File: src/rtl/audio_tdm_master_if.sv
// Halfword write channel from the endpoint data mover into the audio output FIFO.
interface audio_tdm_master_if;
  logic [15:0] in_data;
  logic        in_valid;
  logic        in_ready;

  modport master (output in_data, output in_valid, input in_ready);
  modport slave  (input in_data, input in_valid, output in_ready);
endinterface

File: src/rtl/audio_tdm_master.sv
// Serial audio master: buffers halfwords in a FIFO and serialises them as
// I2S, left-justified or TDM (DSP mode A) frames with a divided bit clock.
// A frame only starts when a whole frame of data is buffered; otherwise an
// all-zero frame is sent and the sticky underrun flag is raised.
module audio_tdm_master #(
  parameter int CHANNELS   = 2,
  parameter int FIFO_DEPTH = 16,
  parameter int DIV_W      = 8
) (
  input  logic                        clk,
  input  logic                        rst_n,
  input  logic                        en,
  input  logic [1:0]                  mode,
  input  logic [1:0]                  word_size,
  input  logic [DIV_W-1:0]            sck_div,
  audio_tdm_master_if.slave           in_bus,
  input  logic                        clr_underrun,
  output logic [$clog2(FIFO_DEPTH):0] fifo_level,
  output logic                        busy,
  output logic                        underrun,
  output logic                        aud_sck,
  output logic                        aud_ws,
  output logic                        aud_sd
);

  localparam int LW  = $clog2(FIFO_DEPTH);
  localparam int LVW = LW + 1;
  localparam int BW  = $clog2(CHANNELS * 32) + 1;

  typedef enum logic [1:0] {IDLE, ARM, RUN} state_t;

  state_t           state;
  logic [15:0]      mem [FIFO_DEPTH];
  logic [LW-1:0]    wr_ptr;
  logic [LW-1:0]    rd_ptr;
  logic [LW-1:0]    rd_ptr1;
  logic             push;
  logic [1:0]       pop_n;

  logic [1:0]       mode_q;
  logic [1:0]       wsz_q;
  logic [DIV_W-1:0] div_q;
  logic [DIV_W-1:0] div_cnt;
  logic             half;
  logic             zero_frame;
  logic [BW-1:0]    bit_idx;
  logic [BW-1:0]    nxt_idx;
  logic [BW-1:0]    fb;
  logic [BW-1:0]    fb_m1;
  logic [BW-1:0]    half_fb;
  logic [LVW-1:0]   hf;
  logic [31:0]      shreg;
  logic [31:0]      load_word;
  logic             sw16;
  logic             last_in_slot;
  logic             bit_end;
  logic             frame_end;
  logic             frame_ok;
  logic             load_pop;
  logic             ws_next;

  assign push            = in_bus.in_valid && in_bus.in_ready;
  assign in_bus.in_ready = (fifo_level != LVW'(FIFO_DEPTH));
  assign busy            = (state != IDLE);
  assign rd_ptr1         = rd_ptr + LW'(1);

  assign sw16         = (wsz_q == 2'b00);
  assign fb           = sw16 ? BW'(CHANNELS * 16) : BW'(CHANNELS * 32);
  assign fb_m1        = fb - BW'(1);
  assign half_fb      = fb >> 1;
  assign hf           = sw16 ? LVW'(CHANNELS) : LVW'(2 * CHANNELS);
  assign frame_ok     = (fifo_level >= hf);
  assign last_in_slot = sw16 ? (&bit_idx[3:0]) : (&bit_idx[4:0]);
  assign bit_end      = (state == RUN) && half && (div_cnt == div_q);
  assign frame_end    = bit_end && (bit_idx == fb_m1);
  assign nxt_idx      = ((state == RUN) && !frame_end) ? bit_idx + BW'(1) : '0;

  // Frame-sync level for the bit about to start, in the latched framing mode.
  always_comb begin
    ws_next = 1'b0;
    case (mode_q)
      2'b01:   ws_next = (nxt_idx >= half_fb);
      2'b10:   ws_next = (nxt_idx == fb_m1);
      default: ws_next = (nxt_idx != fb_m1) && ((nxt_idx + BW'(1)) >= half_fb);
    endcase
  end

  // Slot word assembled from the FIFO head: 16-bit, 24-bit left-aligned, or 32-bit.
  always_comb begin
    load_word = 32'h0;
    if (sw16)
      load_word = {mem[rd_ptr], 16'h0000};
    else if (wsz_q == 2'b01)
      load_word = {mem[rd_ptr], mem[rd_ptr1][15:8], 8'h00};
    else
      load_word = {mem[rd_ptr], mem[rd_ptr1]};
  end

  // Pops happen only when a checked frame starts or a data-carrying slot begins.
  always_comb begin
    load_pop = 1'b0;
    if (state == ARM)
      load_pop = en && frame_ok;
    else if (frame_end)
      load_pop = en && frame_ok;
    else if (bit_end)
      load_pop = last_in_slot && !zero_frame;
    pop_n = load_pop ? (sw16 ? 2'd1 : 2'd2) : 2'd0;
  end

  // FIFO storage write; contents need no reset because the level gates every read.
  always_ff @(posedge clk) begin
    if (push)
      mem[wr_ptr] <= in_bus.in_data;
  end

  // FIFO pointers and level; a push and pop in the same cycle cancel in the level.
  always_ff @(posedge clk or negedge rst_n) begin
    if (!rst_n) begin
      wr_ptr     <= '0;
      rd_ptr     <= '0;
      fifo_level <= '0;
    end else begin
      wr_ptr     <= wr_ptr + LW'(push);
      rd_ptr     <= rd_ptr + LW'(pop_n);
      fifo_level <= fifo_level + LVW'(push) - LVW'(pop_n);
    end
  end

  // Sequencer: config latch, bit clock divider, frame checks and serial outputs.
  always_ff @(posedge clk or negedge rst_n) begin
    if (!rst_n) begin
      state      <= IDLE;
      mode_q     <= 2'b00;
      wsz_q      <= 2'b00;
      div_q      <= '0;
      div_cnt    <= '0;
      half       <= 1'b0;
      zero_frame <= 1'b0;
      bit_idx    <= '0;
      shreg      <= 32'h0;
      underrun   <= 1'b0;
      aud_sck    <= 1'b0;
      aud_ws     <= 1'b0;
      aud_sd     <= 1'b0;
    end else begin
      if (clr_underrun)
        underrun <= 1'b0;
      case (state)
        IDLE: begin
          aud_sck <= 1'b0;
          aud_ws  <= 1'b0;
          aud_sd  <= 1'b0;
          if (en) begin
            mode_q <= mode;
            wsz_q  <= word_size;
            div_q  <= sck_div;
            state  <= ARM;
          end
        end
        ARM: begin
          if (!en) begin
            state <= IDLE;
          end else if (frame_ok) begin
            state      <= RUN;
            bit_idx    <= '0;
            half       <= 1'b0;
            div_cnt    <= '0;
            zero_frame <= 1'b0;
            shreg      <= load_word;
            aud_sd     <= load_word[31];
            aud_ws     <= ws_next;
            aud_sck    <= 1'b0;
          end
        end
        RUN: begin
          if (div_cnt != div_q) begin
            div_cnt <= div_cnt + DIV_W'(1);
          end else begin
            div_cnt <= '0;
            if (!half) begin
              half    <= 1'b1;
              aud_sck <= 1'b1;
            end else begin
              half    <= 1'b0;
              aud_sck <= 1'b0;
              if (bit_idx == fb_m1) begin
                bit_idx <= '0;
                if (!en) begin
                  state  <= IDLE;
                  aud_ws <= 1'b0;
                  aud_sd <= 1'b0;
                end else if (frame_ok) begin
                  zero_frame <= 1'b0;
                  shreg      <= load_word;
                  aud_sd     <= load_word[31];
                  aud_ws     <= ws_next;
                end else begin
                  zero_frame <= 1'b1;
                  underrun   <= 1'b1;
                  shreg      <= 32'h0;
                  aud_sd     <= 1'b0;
                  aud_ws     <= ws_next;
                end
              end else begin
                bit_idx <= bit_idx + BW'(1);
                aud_ws  <= ws_next;
                if (last_in_slot) begin
                  if (zero_frame) begin
                    shreg  <= 32'h0;
                    aud_sd <= 1'b0;
                  end else begin
                    shreg  <= load_word;
                    aud_sd <= load_word[31];
                  end
                end else begin
                  shreg  <= {shreg[30:0], 1'b0};
                  aud_sd <= shreg[30];
                end
              end
            end
          end
        end
        default: state <= IDLE;
      endcase
    end
  end

endmodule
File: src/flat_wrapper.sv
// flat-port wrapper written by rule: the top's interface ports become plain ports
module audio_tdm_master_flat 
#(
  parameter int CHANNELS   = 2,
  parameter int FIFO_DEPTH = 16,
  parameter int DIV_W      = 8
)
  (clk, rst_n, en, mode, word_size, sck_div, clr_underrun, fifo_level, busy, underrun, aud_sck, aud_ws, aud_sd, in_bus_in_data, in_bus_in_valid, in_bus_in_ready);
  audio_tdm_master_if in_bus_i ();
  input  logic clk;
  input  logic rst_n;
  input  logic en;
  input  logic [1:0] mode;
  input  logic [1:0] word_size;
  input  logic [DIV_W-1:0] sck_div;
  input  logic clr_underrun;
  output logic [$clog2(FIFO_DEPTH):0] fifo_level;
  output logic busy;
  output logic underrun;
  output logic aud_sck;
  output logic aud_ws;
  output logic aud_sd;
  input wire logic [$bits(in_bus_i.in_data)-1:0] in_bus_in_data;
  input wire logic [$bits(in_bus_i.in_valid)-1:0] in_bus_in_valid;
  output wire logic [$bits(in_bus_i.in_ready)-1:0] in_bus_in_ready;
  assign in_bus_i.in_data = in_bus_in_data;
  assign in_bus_i.in_valid = in_bus_in_valid;
  assign in_bus_in_ready = in_bus_i.in_ready;
  audio_tdm_master #(.CHANNELS(CHANNELS), .FIFO_DEPTH(FIFO_DEPTH), .DIV_W(DIV_W)) u_core (.clk(clk), .rst_n(rst_n), .en(en), .mode(mode), .word_size(word_size), .sck_div(sck_div), .in_bus(in_bus_i), .clr_underrun(clr_underrun), .fifo_level(fifo_level), .busy(busy), .underrun(underrun), .aud_sck(aud_sck), .aud_ws(aud_ws), .aud_sd(aud_sd));
endmodule
File: config.mk
export PLATFORM = sky130hd
export DESIGN_NAME = audio_tdm_master_flat
export DESIGN_NICKNAME = d
export VERILOG_FILES = /design/src/rtl/audio_tdm_master_if.sv /design/src/rtl/audio_tdm_master.sv /design/src/flat_wrapper.sv
export SDC_FILE = /design/constraint.sdc
export NUM_CORES = 1
export LEC_CHECK = 0
export ABC_AREA = 1
export BUFFER_PORTS_ARGS = -buffer_cell sky130_fd_sc_hd__buf_4
export CAP_MARGIN = 10
export CORE_UTILIZATION = 55
export CTS_BUF_LIST = sky130_fd_sc_hd__clkbuf_16
export CTS_CLUSTER_DIAMETER = 200
export DETAILED_ROUTE_END_ITERATION = 10
export PLACE_DENSITY = 0.77
export SLEW_MARGIN = 30
export SYNTH_ARGS = -nofsm -noshare
export SYNTH_HDL_FRONTEND = slang
export SYNTH_SLANG_ARGS = --single-unit
export TNS_END_PERCENT = 1
File: constraint.sdc
create_clock -name clk -period 8.8 [get_ports clk]
set_input_delay 1.76 -clock clk [delete_from_list [all_inputs] [get_ports clk]]
set_output_delay 1.76 -clock clk [all_outputs]
set_load 0.03 [all_outputs]
# Word-level counts from Yosys, hierarchy flattened
# Memory sizes are Yosys's and may differ from the RTL's.
# Index checks and enable logic that the tools add are counted.
[word_totals]
regBits = 79
ramBits = 256
in_bits = 33
output_inout_bits = 11
elab_cells = 154
memories = 1
[op_classes]
add_sub_neg = 9
n_lt_le_gt_ge = 3
n_eq_ne = 21
mux = 78
reduce_logical = 26
[memory_table]
columns = ["memory", "words", "width", "read_ports", "rd_ports_with_merged_regs", "wr", "line", "source"]
rows = [
  ["u_core.mem", 16, 16, 2, 0, 1, "audio_tdm_master.sv:33", "logic [15:0] mem [FIFO_DEPTH];"],
]
[ops]
columns = ["operator", "n"]
rows = [
  ["31-bit two-way mux", 9],
  ["31-bit case mux with 2 select lines", 1],
  ["7-bit two-way mux", 7],
  ["1-bit two-way mux", 37],
  ["8-bit two-way mux", 4],
  ["2-bit two-way mux", 9],
  ["16-bit two-way mux", 1],
  ["8-bit case mux with 2 select lines", 1],
  ["5-bit AND reduction", 3],
  ["7-bit by 1-bit adder with 7-bit output (second input constant)", 2],
  ["7-bit equality test", 2],
  ["7-bit by 6-bit >= comparator with 1-bit output", 2],
  ["7-bit case mux with 2 select lines", 1],
  ["2-bit != test (second input constant)", 6],
  ["4-bit AND reduction", 3],
  ["6-bit AND reduction", 2],
  ["1-bit case mux with 3 select lines", 3],
  ["8-bit by 1-bit adder with 8-bit output (second input constant)", 1],
  ["8-bit equality test", 1],
  ["1-bit logical AND", 8],
  ["8-bit != test", 1],
  ["7-bit != test", 1],
  ["7-bit AND reduction", 1],
  ["7-bit by 1-bit subtractor with 7-bit output (second input constant)", 1],
  ["21 further kinds", 30],
]

# Depth between registers and ports, before layout
[depth]
depth_word = 17
depth_mapped = 18
depth_no_buf = 18

# Worst setup path after synthesis
# OpenSTA, ideal clock, no wires.
[synth_path]
path_type = "input -> register"
from = "in en"
to = "reg u_core.fifo_level[4]"
setup_time_ns = 0.128
arrival_time_ns = 3.571
required_ns = 8.672
slack_ns = 5.101
stages = 12
n_path_buf = 1
cell_sequence = "clkbuf_1 nand3_1 o41ai_1 and2_1 ha_1 inv_1 ha_1 inv_1 fa_1 o21ai_0 a21oi_1 xor2_1"
[synth_via]
elab_chain_len = 5
[synth_lines]
columns = ["item", "line", "source"]
rows = [
  ["start: declaration", "flat_wrapper.sv:12", "input logic en;"],
  ["1-bit logical AND (*)", "audio_tdm_master.sv:103, audio_tdm_master.sv:105", ""],
  ["1-bit two-way mux", "audio_tdm_master.sv:104", "else if (frame_end)"],
  ["1-bit two-way mux (*)", "audio_tdm_master.sv:102", "if (state == ARM)"],
  ["2-bit two-way mux (*)", "audio_tdm_master.sv:108", "pop_n = load_pop ? (sw16 ? 2'd1 : 2'd2) : 2'd0;"],
  ["5-bit by 2-bit subtractor with 5-bit output (*)", "audio_tdm_master.sv:126", "fifo_level <= fifo_level + LVW'(push) - LVW'(pop_n);"],
  ["end signal: assignment", "audio_tdm_master.sv:126", ""],
  ["end: declaration", "audio_tdm_master.sv:18", "output logic [$clog2(FIFO_DEPTH):0] fifo_level,"],
]
# Every way passes the cells marked *; elsewhere a longest branch is shown, timed or not.
# A chain may end at the register's enable or synchronous reset.

# Final worst setup path
[layout_path]
from = "reg u_core.rd_ptr[0]"
to = "reg u_core.shreg[3]"
[layout_via]
elab_chain_len = 10
word_cells_on_any_way = 14
cone_classes = "1 x add/sub; 12 x mux; 1 x memory"
[layout_lines]
columns = ["item", "line", "source"]
rows = [
  ["start: declaration", "audio_tdm_master.sv:35", "logic [LW-1:0] rd_ptr;"],
  ["start signal: assignment", "audio_tdm_master.sv:125", "rd_ptr <= rd_ptr + LW'(pop_n);"],
  ["4-bit by 1-bit adder with 4-bit output (*)", "audio_tdm_master.sv:65", "assign rd_ptr1 = rd_ptr + LW'(1);"],
  ["memory 16 x 16 bit (*)", "--", ""],
  ["8-bit two-way mux (*)", "audio_tdm_master.sv:93", "else if (wsz_q == 2'b01)"],
  ["16-bit two-way mux (*)", "audio_tdm_master.sv:91", "if (sw16)"],
  ["31-bit two-way mux (on tied branches)", "audio_tdm_master.sv:209, audio_tdm_master.sv:193", ""],
  ["31-bit two-way mux (on tied branches)", "audio_tdm_master.sv:208, audio_tdm_master.sv:189", ""],
  ["31-bit two-way mux", "audio_tdm_master.sv:187", "if (bit_idx == fb_m1) begin"],
  ["31-bit two-way mux", "audio_tdm_master.sv:181", "if (!half) begin"],
  ["31-bit two-way mux", "audio_tdm_master.sv:177", "if (div_cnt != div_q) begin"],
  ["31-bit case mux with 2 select lines (*)", "audio_tdm_master.sv:149", "case (state)"],
  ["end signal: assignment", "audio_tdm_master.sv:170", "shreg <= load_word;"],
  ["end signal: assignment", "audio_tdm_master.sv:195", "shreg <= load_word;"],
  ["end signal: assignment", "audio_tdm_master.sv:213", "shreg <= load_word;"],
  ["end: declaration", "audio_tdm_master.sv:52", "logic [31:0] shreg;"],
]
# Every way passes the cells marked *; elsewhere a longest branch is shown, timed or not. The select of a mux whose other input is x is not followed.

==> impl_results.md <==
* Switching power at 0.0009781 W
* EDFF count, synth at 256
* Initial antenna violation count at 0
* PwrDens at 202.3 mW/mm2
* Filler cells at 2,388
* Setup TNS at 0 ns
* Pint at 0.002760 W
* Cells after Synth at 1,774
* WL/cell at 20.61 um
* HP Class: flip-flop to flip-flop
* Critical Path Start Type: flip-flop
* Setup crit end kind: flip-flop
* Vias in the first global route at 12,900
* Slew margin rel. at 33.38%
* 1st-iter DRT viols at 1,624
* CP max FO at 95
* Pin count of the biggest net entering global routing at 115
* Netlist cell types at 42
* Row cnt at 63
* Register area at 0.009669 mm2
* Mapped Nets at 1,838
* Asr flop ratio synth at 23.58%
* Routed Antenna Nets at 0
* Synth Area per Inst at 9.458 um2
* Slack of the critical path at 4.901 ns
* Final net count at 1,834
* Share of cells above drive strength 1 at 8.848%
* Post-CTS resize count at 0
* Worst-path cell chain: buf_4 -> ha_2 -> inv_1 -> buf_4 -> o21ai_0 -> o221ai_1 -> nand3_1 -> o21ai_0 -> nand3_1 -> o21ai_0 -> nand2_1 -> o21ai_1
* CTS Sinks at 335
* Synth area leaders: edfxtp_1 46%, dfrtp_1 12%, o21ai_0 8.0%, a21oi_1 5.2%, nand2_1 5.0%
* Fin. max-slew vios at 0
* Critical path class: flip-flop to flip-flop
* Hold-fix buffers, CTS at 0
* Area of the mapped netlist at 0.01678 mm2
* Worst endpoint required time at 9.25 ns
* CTS Buffer Depth at 3
* Area grow syn2layout at 10.12%
* Die X at 176.7 um
* Most used cell, CP: o21ai_0
* Overall Global Routing Usage at 29.47%
* Wire length of the first global-routing pass at 70.47 mm
* Peak VDD IR at 0.0001747 V
* CP max stage delay at 0.70 ns
* Gpl congestion at 0.8724
* Share of Yosys cell area claimed by the top area cell type at 45.82%
* Register area share after synthesis at 57.60%
* Htree depth at 2
* Drt pass-1 iters at 8
* Vias post-DR at 13,620
* HPWL Detailed at 27.48 mm
* DIE AREA at 0.03121 mm2
* Leading area contributor after synthesis: edfxtp_1
* Port Buffers at 43
* Flops & latches, synth at 335
* Clock share of power at 37.0%
* Residual DRC at 0
* Status: finished clean
* Slowest stage cell on the critical path: buf_4
* Diodes inserted at 0
* Yosys warns at 0
* Most common cell after layout, fill and taps aside: o21ai_0
* WL final at 45.07 mm
* Tcrit/Tclk final at 44.31%
* CTS buffer count at 37
* Post-CTS Setup Bufs at 0
* Pre-CTS setup slack at 4.853 ns
* Final core utilization at 62.01%
* Commonest non-fill, non-tap cells in the layout: 269 x o21ai_0, 256 x edfxtp_1, 222 x nand2_1
* Die height at 176.7 um
* Ys flop type: edfxtp_1
* Leakage power at 7.363 nW
* Starting Density at 56.31%
* MaxCap Viol Count at 0
* F_max at 256.5 MHz
* Clock transition at path regs at 0.05 ns
* Post-route clock skew at 0.02546 ns
* Critical Path AT at 4.35 ns
* Core area at 0.02980 mm2
* Final setup viols at 0
* Logic pwr share at 11.6%
* CTS Root Cell: clkbuf_16
* Final hold violations at 0
* Num ports at 44
* RSZ-0062 raised after global routing: false
* Vias per inst at 6.227
* Area of the multi-input gates at 0.005978 mm2
* Tightest Pin Transition at 0.9994 ns
* Clk Latency, worst-skew pair at 0.53 ns
* CTS tree: yes
* Final min period at 3.899 ns
* Grt ovf at 0
* Net Sw Frac at 26.16%
* Reg power frac at 51.4%
[power groups by stage]
stage / Sequential [W] / Combinational [W] / Clock [W]
2_1_floorplan: 0.00196 / 0.000218 / 0
3_3_place_gp: 0.00194 / 0.000405 / 0
3_5_place_dp: 0.00195 / 0.000432 / 0
4_1_cts: 0.00192 / 0.000435 / 0.00140
5_1_grt: 0.00193 / 0.000473 / 0.00146
6_report: 0.00192 / 0.000435 / 0.00138
[through the flow]
stage	power (W)	std cells	cell area (um2)	hold WS, ns
after floorplan	0.002174	1774	16780	0.4422
after global placement	0.002350	2121	17360	0.4627
after detailed placement	0.002382	2121	17390	0.4676
after CTS	0.003757	2187	18470	0.4830
after global routing	0.003868	2187	18480	0.5193
final	0.003738	2187	18480	0.4830
[metal layers]
layer | GRT usage [%] | routed length (um) | up-vias | part of all wire, %
li1 | - | - | 6220 | -
met2 | 47.57 | 21060 | 800 | 47
met4 | 14.98 | 2155 | 0 | 4.8
met1 | 38.69 | 17600 | 6439 | 39
met3 | 4.639 | 4250 | 160 | 9.4
met5 | 0 | 0 | - | 0
[registers in the layout, indices dropped and copies added, names as in the netlist, 2 cells and up]
signal and cells:
u_core.fifo_level 5, u_core.mem 256, u_core.rd_ptr 4, u_core.wsz_q 2, u_core.shreg 31, u_core.state 2
u_core.div_cnt 8, u_core.mode_q 2, u_core.div_q 8, u_core.wr_ptr 4, u_core.bit_idx 7
[path summary, 6_finish.rpt]
check / startpoint / end / slack (ns) / cells after the start
setup reg to reg: u_core.rd_ptr[0] / u_core.shreg[3] / 4.90 / 12
min in group asynchronous: rst_n / u_core.mode_q[1] / 1.09 / 1
hold reg to reg: u_core.shreg[18] / u_core.shreg[18] / 0.48 / 2
hold / removal: u_core.shreg[18] / u_core.shreg[18] / 0.48 / 2
max in group asynchronous: rst_n / u_core.rd_ptr[0] / 6.76 / 2
setup / recovery: u_core.rd_ptr[0] / u_core.shreg[3] / 4.90 / 12
[cells in the mapped netlist, types with 6 or more instances]
master,number
inv_2,10
ha_1,29
o211ai_1,44
o21ai_0,269
nor2_1,130
inv_1,186
o21ai_1,8
a21oi_1,173
o221ai_1,18
xnor2_1,8
o2111ai_1,9
o31ai_1,7
dfrtp_1,79
nand4_1,9
edfxtp_1,256
nand2_1,222
buf_1,12
nor3_1,6
buf_2,33
clkbuf_1,62
nand3_1,140
a31oi_1,15
xor2_1,8
[cell type report]
cell class,instances,share of cell area [%]
flip-flops and latches,335,52.33
well taps,390,2.641
inverters,197,4.029
clock inverters,28,0.6704
repair buffers,68,2.824
clock buffers,38,5.147
multi-input cells,1131,32.36
[worst max-delay path, delay by kind of cell (launching register included)]
kind                       cells  cell delay [ns]
AOI/OAI and AO/OA              5             0.72
adders and majority gates      1             0.44
buffers and inverters          3             1.80
DFF                            1             0.52
and+or+nand+nor                3             0.27
[kinds of logic after synthesis]
family | count (synthesis) | synth area share, %
compound gates | 555 | 18.21
simple gates | 525 | 13.41
flops | 335 | 57.60
buf+inv | 308 | 7.248
fa+ha+maj | 31 | 2.401
xor+xnor | 17 | 0.9322
mux | 3 | 0.2013
No activity file was read; power rests on OpenSTA's default activity.
